--- src/rtl/lab3_qs_mem_scrubber_if.sv ---
`default_nettype none
// ============================================================================
// Module   : lab3_qs_mem_scrubber_if
// Purpose  : Word-wide on-chip RAM bus between the scrubber (master) and the
//            RAM (slave). Read data returns one cycle after the address.
// Revision : 1.0 - initial release
// ============================================================================
interface lab3_qs_mem_scrubber_if #(
   parameter int ADDR_W = 14
);
   logic [ADDR_W-1:0] mem_address;
   logic [3:0]        mem_byteenable;
   logic              mem_chipselect;
   logic              mem_write;
   logic [31:0]       mem_writedata;
   logic              mem_clken;
   logic [31:0]       mem_readdata;

   modport master (
      output mem_address, mem_byteenable, mem_chipselect, mem_write,
             mem_writedata, mem_clken,
      input  mem_readdata
   );

   modport slave (
      input  mem_address, mem_byteenable, mem_chipselect, mem_write,
             mem_writedata, mem_clken,
      output mem_readdata
   );
endinterface
`default_nettype wire

--- src/rtl/lab3_qs_mem_scrubber.sv ---
`default_nettype none
// ============================================================================
// Module   : lab3_qs_mem_scrubber
// Purpose  : Fills a RAM window with the pattern seed+address and/or reads it
//            back, counting mismatches and recording the first bad address.
// Revision : 1.0 - initial release
// ============================================================================
module lab3_qs_mem_scrubber #(
   parameter int ADDR_W = 14,
   parameter int DEPTH  = 10000
) (
   input  logic              clk,
   input  logic              reset,
   input  logic              start,
   input  logic              abort,
   input  logic [1:0]        mode,
   input  logic [ADDR_W-1:0] base,
   input  logic [ADDR_W-1:0] count,
   input  logic [31:0]       seed,
   output logic              busy,
   output logic              done,
   output logic              range_err,
   output logic [15:0]       err_count,
   output logic [ADDR_W-1:0] first_err_addr,
   lab3_qs_mem_scrubber_if.master bus
);

   localparam logic [ADDR_W:0] c_depth   = (ADDR_W+1)'(DEPTH);
   localparam logic [15:0]     c_err_max = 16'hFFFF;

   typedef enum logic [2:0] {
      S_IDLE   = 3'd0,
      S_FILL   = 3'd1,
      S_VERIFY = 3'd2,
      S_DRAIN  = 3'd3,
      S_DONE   = 3'd4
   } state_t;

   state_t            r_state;
   state_t            w_next;

   logic [1:0]        r_mode;
   logic [ADDR_W-1:0] r_base;
   logic [ADDR_W-1:0] r_count;
   logic [31:0]       r_seed;
   logic [ADDR_W-1:0] r_addr;
   logic [ADDR_W-1:0] r_left;
   logic              r_cmp_valid;
   logic [ADDR_W-1:0] r_cmp_addr;
   logic              r_range_err;
   logic [15:0]       r_err_count;
   logic [ADDR_W-1:0] r_first_err_addr;

   logic              w_accept;
   logic [ADDR_W:0]   w_end;
   logic              w_range_bad;
   logic              w_last;
   logic              w_active;
   logic [31:0]       w_pattern_cmp;
   logic              w_mismatch;

   // start is only honoured from IDLE, and a coincident abort suppresses it
   assign w_accept      = (r_state == S_IDLE) && start && !abort;
   // one extra bit so base+count cannot wrap before the depth check
   assign w_end         = {1'b0, base} + {1'b0, count};
   assign w_range_bad   = w_end > c_depth;
   assign w_last        = (r_left == ADDR_W'(1));
   assign w_active      = (r_state == S_FILL) || (r_state == S_VERIFY);
   assign w_pattern_cmp = r_seed + 32'(r_cmp_addr);
   // an abort discards whatever compare is in flight
   assign w_mismatch    = r_cmp_valid && !abort && (bus.mem_readdata != w_pattern_cmp);

   // State register
   always_ff @(posedge clk or posedge reset) begin
      if (reset) r_state <= S_IDLE;
      else       r_state <= w_next;
   end

   // Next-state logic; abort overrides everything outside IDLE
   always_comb begin
      w_next = r_state;
      case (r_state)
         S_IDLE: begin
            if (w_accept) begin
               if (w_range_bad || (count == '0)) w_next = S_DONE;
               else if (mode == 2'd2)            w_next = S_VERIFY;
               else                              w_next = S_FILL;
            end
         end
         S_FILL:   if (w_last) w_next = (r_mode == 2'd1) ? S_VERIFY : S_DONE;
         S_VERIFY: if (w_last) w_next = S_DRAIN;
         S_DRAIN:  w_next = S_DONE;
         S_DONE:   w_next = S_IDLE;
         default:  w_next = S_IDLE;
      endcase
      if (abort && (r_state != S_IDLE)) w_next = S_IDLE;
   end

   // Operand latch, address walk, read-compare pipeline and error tracking
   always_ff @(posedge clk or posedge reset) begin
      if (reset) begin
         r_mode           <= '0;
         r_base           <= '0;
         r_count          <= '0;
         r_seed           <= '0;
         r_addr           <= '0;
         r_left           <= '0;
         r_cmp_valid      <= 1'b0;
         r_cmp_addr       <= '0;
         r_range_err      <= 1'b0;
         r_err_count      <= '0;
         r_first_err_addr <= '0;
      end else begin
         r_cmp_valid <= (r_state == S_VERIFY) && !abort;
         r_cmp_addr  <= r_addr;

         if (w_mismatch) begin
            if (r_err_count == '0)       r_first_err_addr <= r_cmp_addr;
            if (r_err_count != c_err_max) r_err_count     <= r_err_count + 16'd1;
         end

         if (w_accept) begin
            r_mode           <= mode;
            r_base           <= base;
            r_count          <= count;
            r_seed           <= seed;
            r_addr           <= base;
            r_left           <= count;
            r_err_count      <= '0;
            r_first_err_addr <= '0;
            r_range_err      <= w_range_bad;
         end else if ((r_state == S_FILL) && w_last) begin
            // rewind for a possible verify pass over the same window
            r_addr <= r_base;
            r_left <= r_count;
         end else if (w_active) begin
            r_addr <= r_addr + ADDR_W'(1);
            r_left <= r_left - ADDR_W'(1);
         end
      end
   end

   assign busy           = (r_state != S_IDLE) && (r_state != S_DONE);
   assign done           = (r_state == S_DONE);
   assign range_err      = r_range_err;
   assign err_count      = r_err_count;
   assign first_err_addr = r_first_err_addr;

   // Bus is driven purely from state, so reset silences it immediately
   assign bus.mem_chipselect = w_active;
   assign bus.mem_write      = (r_state == S_FILL);
   assign bus.mem_address    = w_active ? r_addr : '0;
   assign bus.mem_writedata  = (r_state == S_FILL) ? (r_seed + 32'(r_addr)) : 32'd0;
   assign bus.mem_byteenable = 4'hF;
   assign bus.mem_clken      = 1'b1;

endmodule
`default_nettype wire

--- src/flat_wrapper.sv ---
// flat-port wrapper written by rule: the top's interface ports become plain ports
module lab3_qs_mem_scrubber_flat 
#(
   parameter int ADDR_W = 14,
   parameter int DEPTH  = 10000
)
  (clk, reset, start, abort, mode, base, count, seed, busy, done, range_err, err_count, first_err_addr, bus_mem_address, bus_mem_byteenable, bus_mem_chipselect, bus_mem_write, bus_mem_writedata, bus_mem_clken, bus_mem_readdata);
  lab3_qs_mem_scrubber_if #(.ADDR_W(ADDR_W)) bus_i ();
  input  logic clk;
  input  logic reset;
  input  logic start;
  input  logic abort;
  input  logic [1:0] mode;
  input  logic [ADDR_W-1:0] base;
  input  logic [ADDR_W-1:0] count;
  input  logic [31:0] seed;
  output logic busy;
  output logic done;
  output logic range_err;
  output logic [15:0] err_count;
  output logic [ADDR_W-1:0] first_err_addr;
  output wire logic [$bits(bus_i.mem_address)-1:0] bus_mem_address;
  output wire logic [$bits(bus_i.mem_byteenable)-1:0] bus_mem_byteenable;
  output wire logic [$bits(bus_i.mem_chipselect)-1:0] bus_mem_chipselect;
  output wire logic [$bits(bus_i.mem_write)-1:0] bus_mem_write;
  output wire logic [$bits(bus_i.mem_writedata)-1:0] bus_mem_writedata;
  output wire logic [$bits(bus_i.mem_clken)-1:0] bus_mem_clken;
  input wire logic [$bits(bus_i.mem_readdata)-1:0] bus_mem_readdata;
  assign bus_mem_address = bus_i.mem_address;
  assign bus_mem_byteenable = bus_i.mem_byteenable;
  assign bus_mem_chipselect = bus_i.mem_chipselect;
  assign bus_mem_write = bus_i.mem_write;
  assign bus_mem_writedata = bus_i.mem_writedata;
  assign bus_mem_clken = bus_i.mem_clken;
  assign bus_i.mem_readdata = bus_mem_readdata;
  lab3_qs_mem_scrubber #(.ADDR_W(ADDR_W), .DEPTH(DEPTH)) u_core (.clk(clk), .reset(reset), .start(start), .abort(abort), .mode(mode), .base(base), .count(count), .seed(seed), .busy(busy), .done(done), .range_err(range_err), .err_count(err_count), .first_err_addr(first_err_addr), .bus(bus_i));
endmodule
--- config.mk ---
export PLATFORM = sky130hd
export DESIGN_NAME = lab3_qs_mem_scrubber_flat
export DESIGN_NICKNAME = d
export VERILOG_FILES = /design/src/rtl/lab3_qs_mem_scrubber_if.sv /design/src/rtl/lab3_qs_mem_scrubber.sv /design/src/flat_wrapper.sv
export SDC_FILE = /design/constraint.sdc
export NUM_CORES = 1
export LEC_CHECK = 0
export CORE_MARGIN = 2
export CORE_UTILIZATION = 29
export CTS_BUF_LIST = sky130_fd_sc_hd__clkbuf_4 sky130_fd_sc_hd__clkbuf_8 sky130_fd_sc_hd__clkbuf_16
export CTS_CLUSTER_SIZE = 20
export DETAILED_ROUTE_END_ITERATION = 8
export PLACE_DENSITY = 0.58
export SYNTH_ARGS = -nofsm -noshare
export SYNTH_HDL_FRONTEND = slang
export SYNTH_SLANG_ARGS = --single-unit
--- constraint.sdc ---
create_clock -name clk -period 10.45 [get_ports clk]
set_input_delay 2.09 -clock clk [delete_from_list [all_inputs] [get_ports clk]]
set_output_delay 2.09 -clock clk [all_outputs]
set_load 0.02 [all_outputs]
==> impl_metrics.env <==
export IMPL_slowest_delay_ns=0.71
export IMPL_dr_total_vias=9379
export IMPL_dieWidth_um=187
export IMPL_critPathLaunchType="flop"
export IMPL_cts_resized=0
export IMPL_crit_required_ns=8.36
export IMPL_ioPinCount=184
export IMPL_final_core_util_pct=37.6
export IMPL_port_buffers=178
export IMPL_drt_pass1_iterations=5
export IMPL_crit_type="reg2out"
export IMPL_power_w=0.00250
export IMPL_yosysTopAreaCell="dfrtp_1"
export IMPL_cts_hold_buffers=0
export IMPL_antenna_found_initial=0
export IMPL_dieArea_um2=35100
export IMPL_synth_compound_area_share_pct=18.0
export IMPL_ys_seq_area_share_pct=35.6
export IMPL_clk_pin_slew_worst_paths_ns=0.06
export IMPL_synthXorXnorAreaFrac_pct=6.82
export IMPL_syn_instance_count=1217
export IMPL_grt_overflow=0
export IMPL_yosysWarnings=0
export IMPL_maxCapViolCount=0
export IMPL_hold_viol=0
export IMPL_grt_usage_pct=17.8
export IMPL_cts_made_buffers=17
export IMPL_tightest_slew_ns=1.20
export IMPL_min_from="u_core.r_addr[3]"
export IMPL_reg2reg_from="u_core.r_seed[0]"
export IMPL_grt_pass1_wl_um=49600
export IMPL_grt_pass1_vias=8967
export IMPL_post_route_period_util_pct=62.9
export IMPL_post_cts_buffers=0
export IMPL_status="finished, final reports clean"
export IMPL_via_per_inst=5.14
export IMPL_synth_top_family_by_area="simple AND/OR/NAND/NOR gates"
export IMPL_fin_area_um2=12500
export IMPL_cp_max_fo=14
export IMPL_slew_viol_final=0
export IMPL_synth_seq_cells=139
export IMPL_synthAdderAreaFrac_pct=6.64
export IMPL_clock_sinks=139
export IMPL_rsz0062_at_grt="no"
export IMPL_drtIter0Drc=709
export IMPL_critPathTopFamily="compound AO/OA/AOI/OAI gates"
export IMPL_synth_cell_type_count=76
export IMPL_ir_drop_mv=0.114
export IMPL_crit_chain="ha_1 > fa_1 > a21o_1 > a21o_1 > a21oi_1 > o21ai_0 > a211oi_1 > o21bai_1 > a21oi_1 > nand4b_1 > xor2_1 > nor2_1 > clkdlybuf4s50_1"
export IMPL_drtAntennaViolNets=0
export IMPL_start_util_pct=29.2
export IMPL_clk_path_buf_depth=2
export IMPL_post_drt_wl_per_cell_um=17.4
export IMPL_remaining_drc_errors=0
export IMPL_synthToLayoutAreaGrowth_pct=28.5
export IMPL_synth_most_common_cell="nand2_1"
export IMPL_syn_area_um2=9760
export IMPL_worst_path_buf_inv=1
export IMPL_whs_path_depth=0
export IMPL_clkLatencyLatePin_ns=0.42
export IMPL_layout_cells_non_filler=1824
export IMPL_min_delay_path_class="reg2reg"
export IMPL_leakagePower_nw=5.34
export IMPL_r2r_end="u_core.first_err_addr[6]"
export IMPL_powerDensity_nw_per_um2=200
export IMPL_max_freq_mhz=152
export IMPL_cp_end_kind="primary output"
export IMPL_synth_edf_count=0
export IMPL_fp_row_count=67
export IMPL_rr_worst_depth=13
export IMPL_core_area_um2=33400
export IMPL_r2r_slack_ns=6.19
export IMPL_relSlewSlack_pct=19.6
export IMPL_cts_max_level=4
export IMPL_ys_flop_type="dfrtp_1"
export IMPL_cp_depth=13
export IMPL_synthMuxAreaShare_pct=2.17
export IMPL_cts_root_buffer="clkbuf_16"
export IMPL_dp_hpwl_um=23700
export IMPL_avgSynthCellArea_um2=8.02
export IMPL_synthTopCellsByCount="nand2_1, dfrtp_1, nor2_1, a21oi_1, o21ai_0"
export IMPL_placed_area_um2=11900
export IMPL_cts_tree="yes"
export IMPL_skew_ns=0.0133
export IMPL_min_period_ns=6.57
export IMPL_wl_um=31700
export IMPL_finalSetupViolCount=0
export IMPL_synth_area_top_cells="dfrtp_1, nand2_1, ha_1"
export IMPL_drive_gt1_share_pct=4.22
export IMPL_placed_cells=1792
export IMPL_die_h_um=187
export IMPL_synth_simple_gate_area_share_pct=26.9
export IMPL_cp_arrival_ns=4.48
export IMPL_synthArstFlopShare_pct=100
export IMPL_critPathSlowestCell="a21oi_1"
export IMPL_fin_setup_tns_ns=0
export IMPL_synth_top_cell_area_share_pct=35.6
export IMPL_routabilityCongestion=0.926
export IMPL_grt_max_degree=78
export IMPL_hold_end="u_core.r_cmp_addr[3]"
export IMPL_nets=1511
==> worst register-to-register path, stage by stage (launching register included) <==
cell and delay, ns:
dfrtp_1 0.41, ha_1 0.23, fa_1 0.43, a211oi_1 0.29, o21a_2 0.28, a211o_1 0.34, nand3_1 0.11, a32oi_1 0.22
o2111ai_1 0.13, nor4_1 0.77, and2_4 0.46, nor4_4 0.08, buf_4 0.22, mux2i_1 0.16
==> state kept, by name, indices dropped and copies added, names as in the netlist <==
name                   flops
u_core.r_base             14
u_core.r_seed             32
u_core.r_cmp_valid         1
u_core.range_err           1
u_core.err_count          16
u_core.first_err_addr     14
u_core.r_state             3
u_core.r_addr             14
u_core.r_left             14
u_core.r_cmp_addr         14
u_core.r_mode              2
u_core.r_count            14
==> report_power, final <==
group / leakage [nW] / internal, W / total [W] / switching, W
registers: 1.77 / 0.000668 / 0.000835 / 0.000167
logic: 3.26 / 0.000424 / 0.00102 / 0.000592
clock network: 0.310 / 0.000417 / 0.000653 / 0.000236
==> cell type report <==
class | instances | area [um^2]
Fill cell | 3493 | 20800
Timing Repair Buffer | 185 | 1830
Sequential cell | 139 | 3480
Multi-Input combinational cell | 998 | 5940
Tap cell | 448 | 561
Clock buffer | 21 | 468
Inverter | 22 | 87.6
Antenna cell | 1 | 2.50
Clock inverter | 10 | 164
==> cell usage in the layout, fill, tap and decap left out, drive strengths merged, types with 12 or more instances in the layout <==
cell type / Yosys / final
or3: 16 / 16
and2: 20 / 20
nand4: 15 / 15
inv: 22 / 23
a21o: 12 / 12
dfrtp: 139 / 139
nand2b: 19 / 19
nor2: 98 / 98
xnor2: 34 / 34
a21oi: 96 / 96
o21ai: 71 / 71
nand3: 40 / 40
xor2: 42 / 42
clkbuf: 44 / 21
nand2: 277 / 277
clkdlybuf4s50: 0 / 178
and3: 22 / 22
nor4: 13 / 13
mux2i: 20 / 20
ha: 47 / 47
==> metrics by stage <==
stage / hold slack, ns / worst slack [ns]
2_1_floorplan: 0.405 / 4.64
3_3_place_gp: 0.434 / 4.39
3_5_place_dp: 0.454 / 4.33
4_1_cts: 0.473 / 3.88
5_1_grt: 0.488 / 3.44
6_report: 0.471 / 3.88
==> kinds of logic after synthesis <==
group,count (synthesis)
XOR/XNOR,76
other,1
AO/OA/AOI/OAI,282
adder cells (fa/ha/maj),50
flip-flops,139
multiplexers,21
AND/OR/NAND/NOR,564
buffers and inverters,84
==> layer usage <==
metal / up-vias / track usage, % / wire length, um
met1: 4494 / 25.1 / 15300
met4: 0 / 6.27 / 932
met2: 281 / 28.0 / 14200
met3: 38 / 2.44 / 1280
met5: - / 0 / 0
li1: 4566 / - / -
==> worst max path at each step <==
stage | slack [ns] | from | to
floorplan | 4.64 | reset | u_core.err_count[0]
global placement | 4.39 | u_core.r_addr[0] | bus_mem_writedata[24]
detailed placement | 4.33 | u_core.r_addr[0] | bus_mem_writedata[22]
CTS | 3.88 | u_core.r_addr[0] | bus_mem_writedata[22]
global route | 3.44 | u_core.r_addr[0] | bus_mem_writedata[22]
finish | 3.88 | u_core.r_addr[0] | bus_mem_writedata[24]
Power figures use the tool's default switching activity.
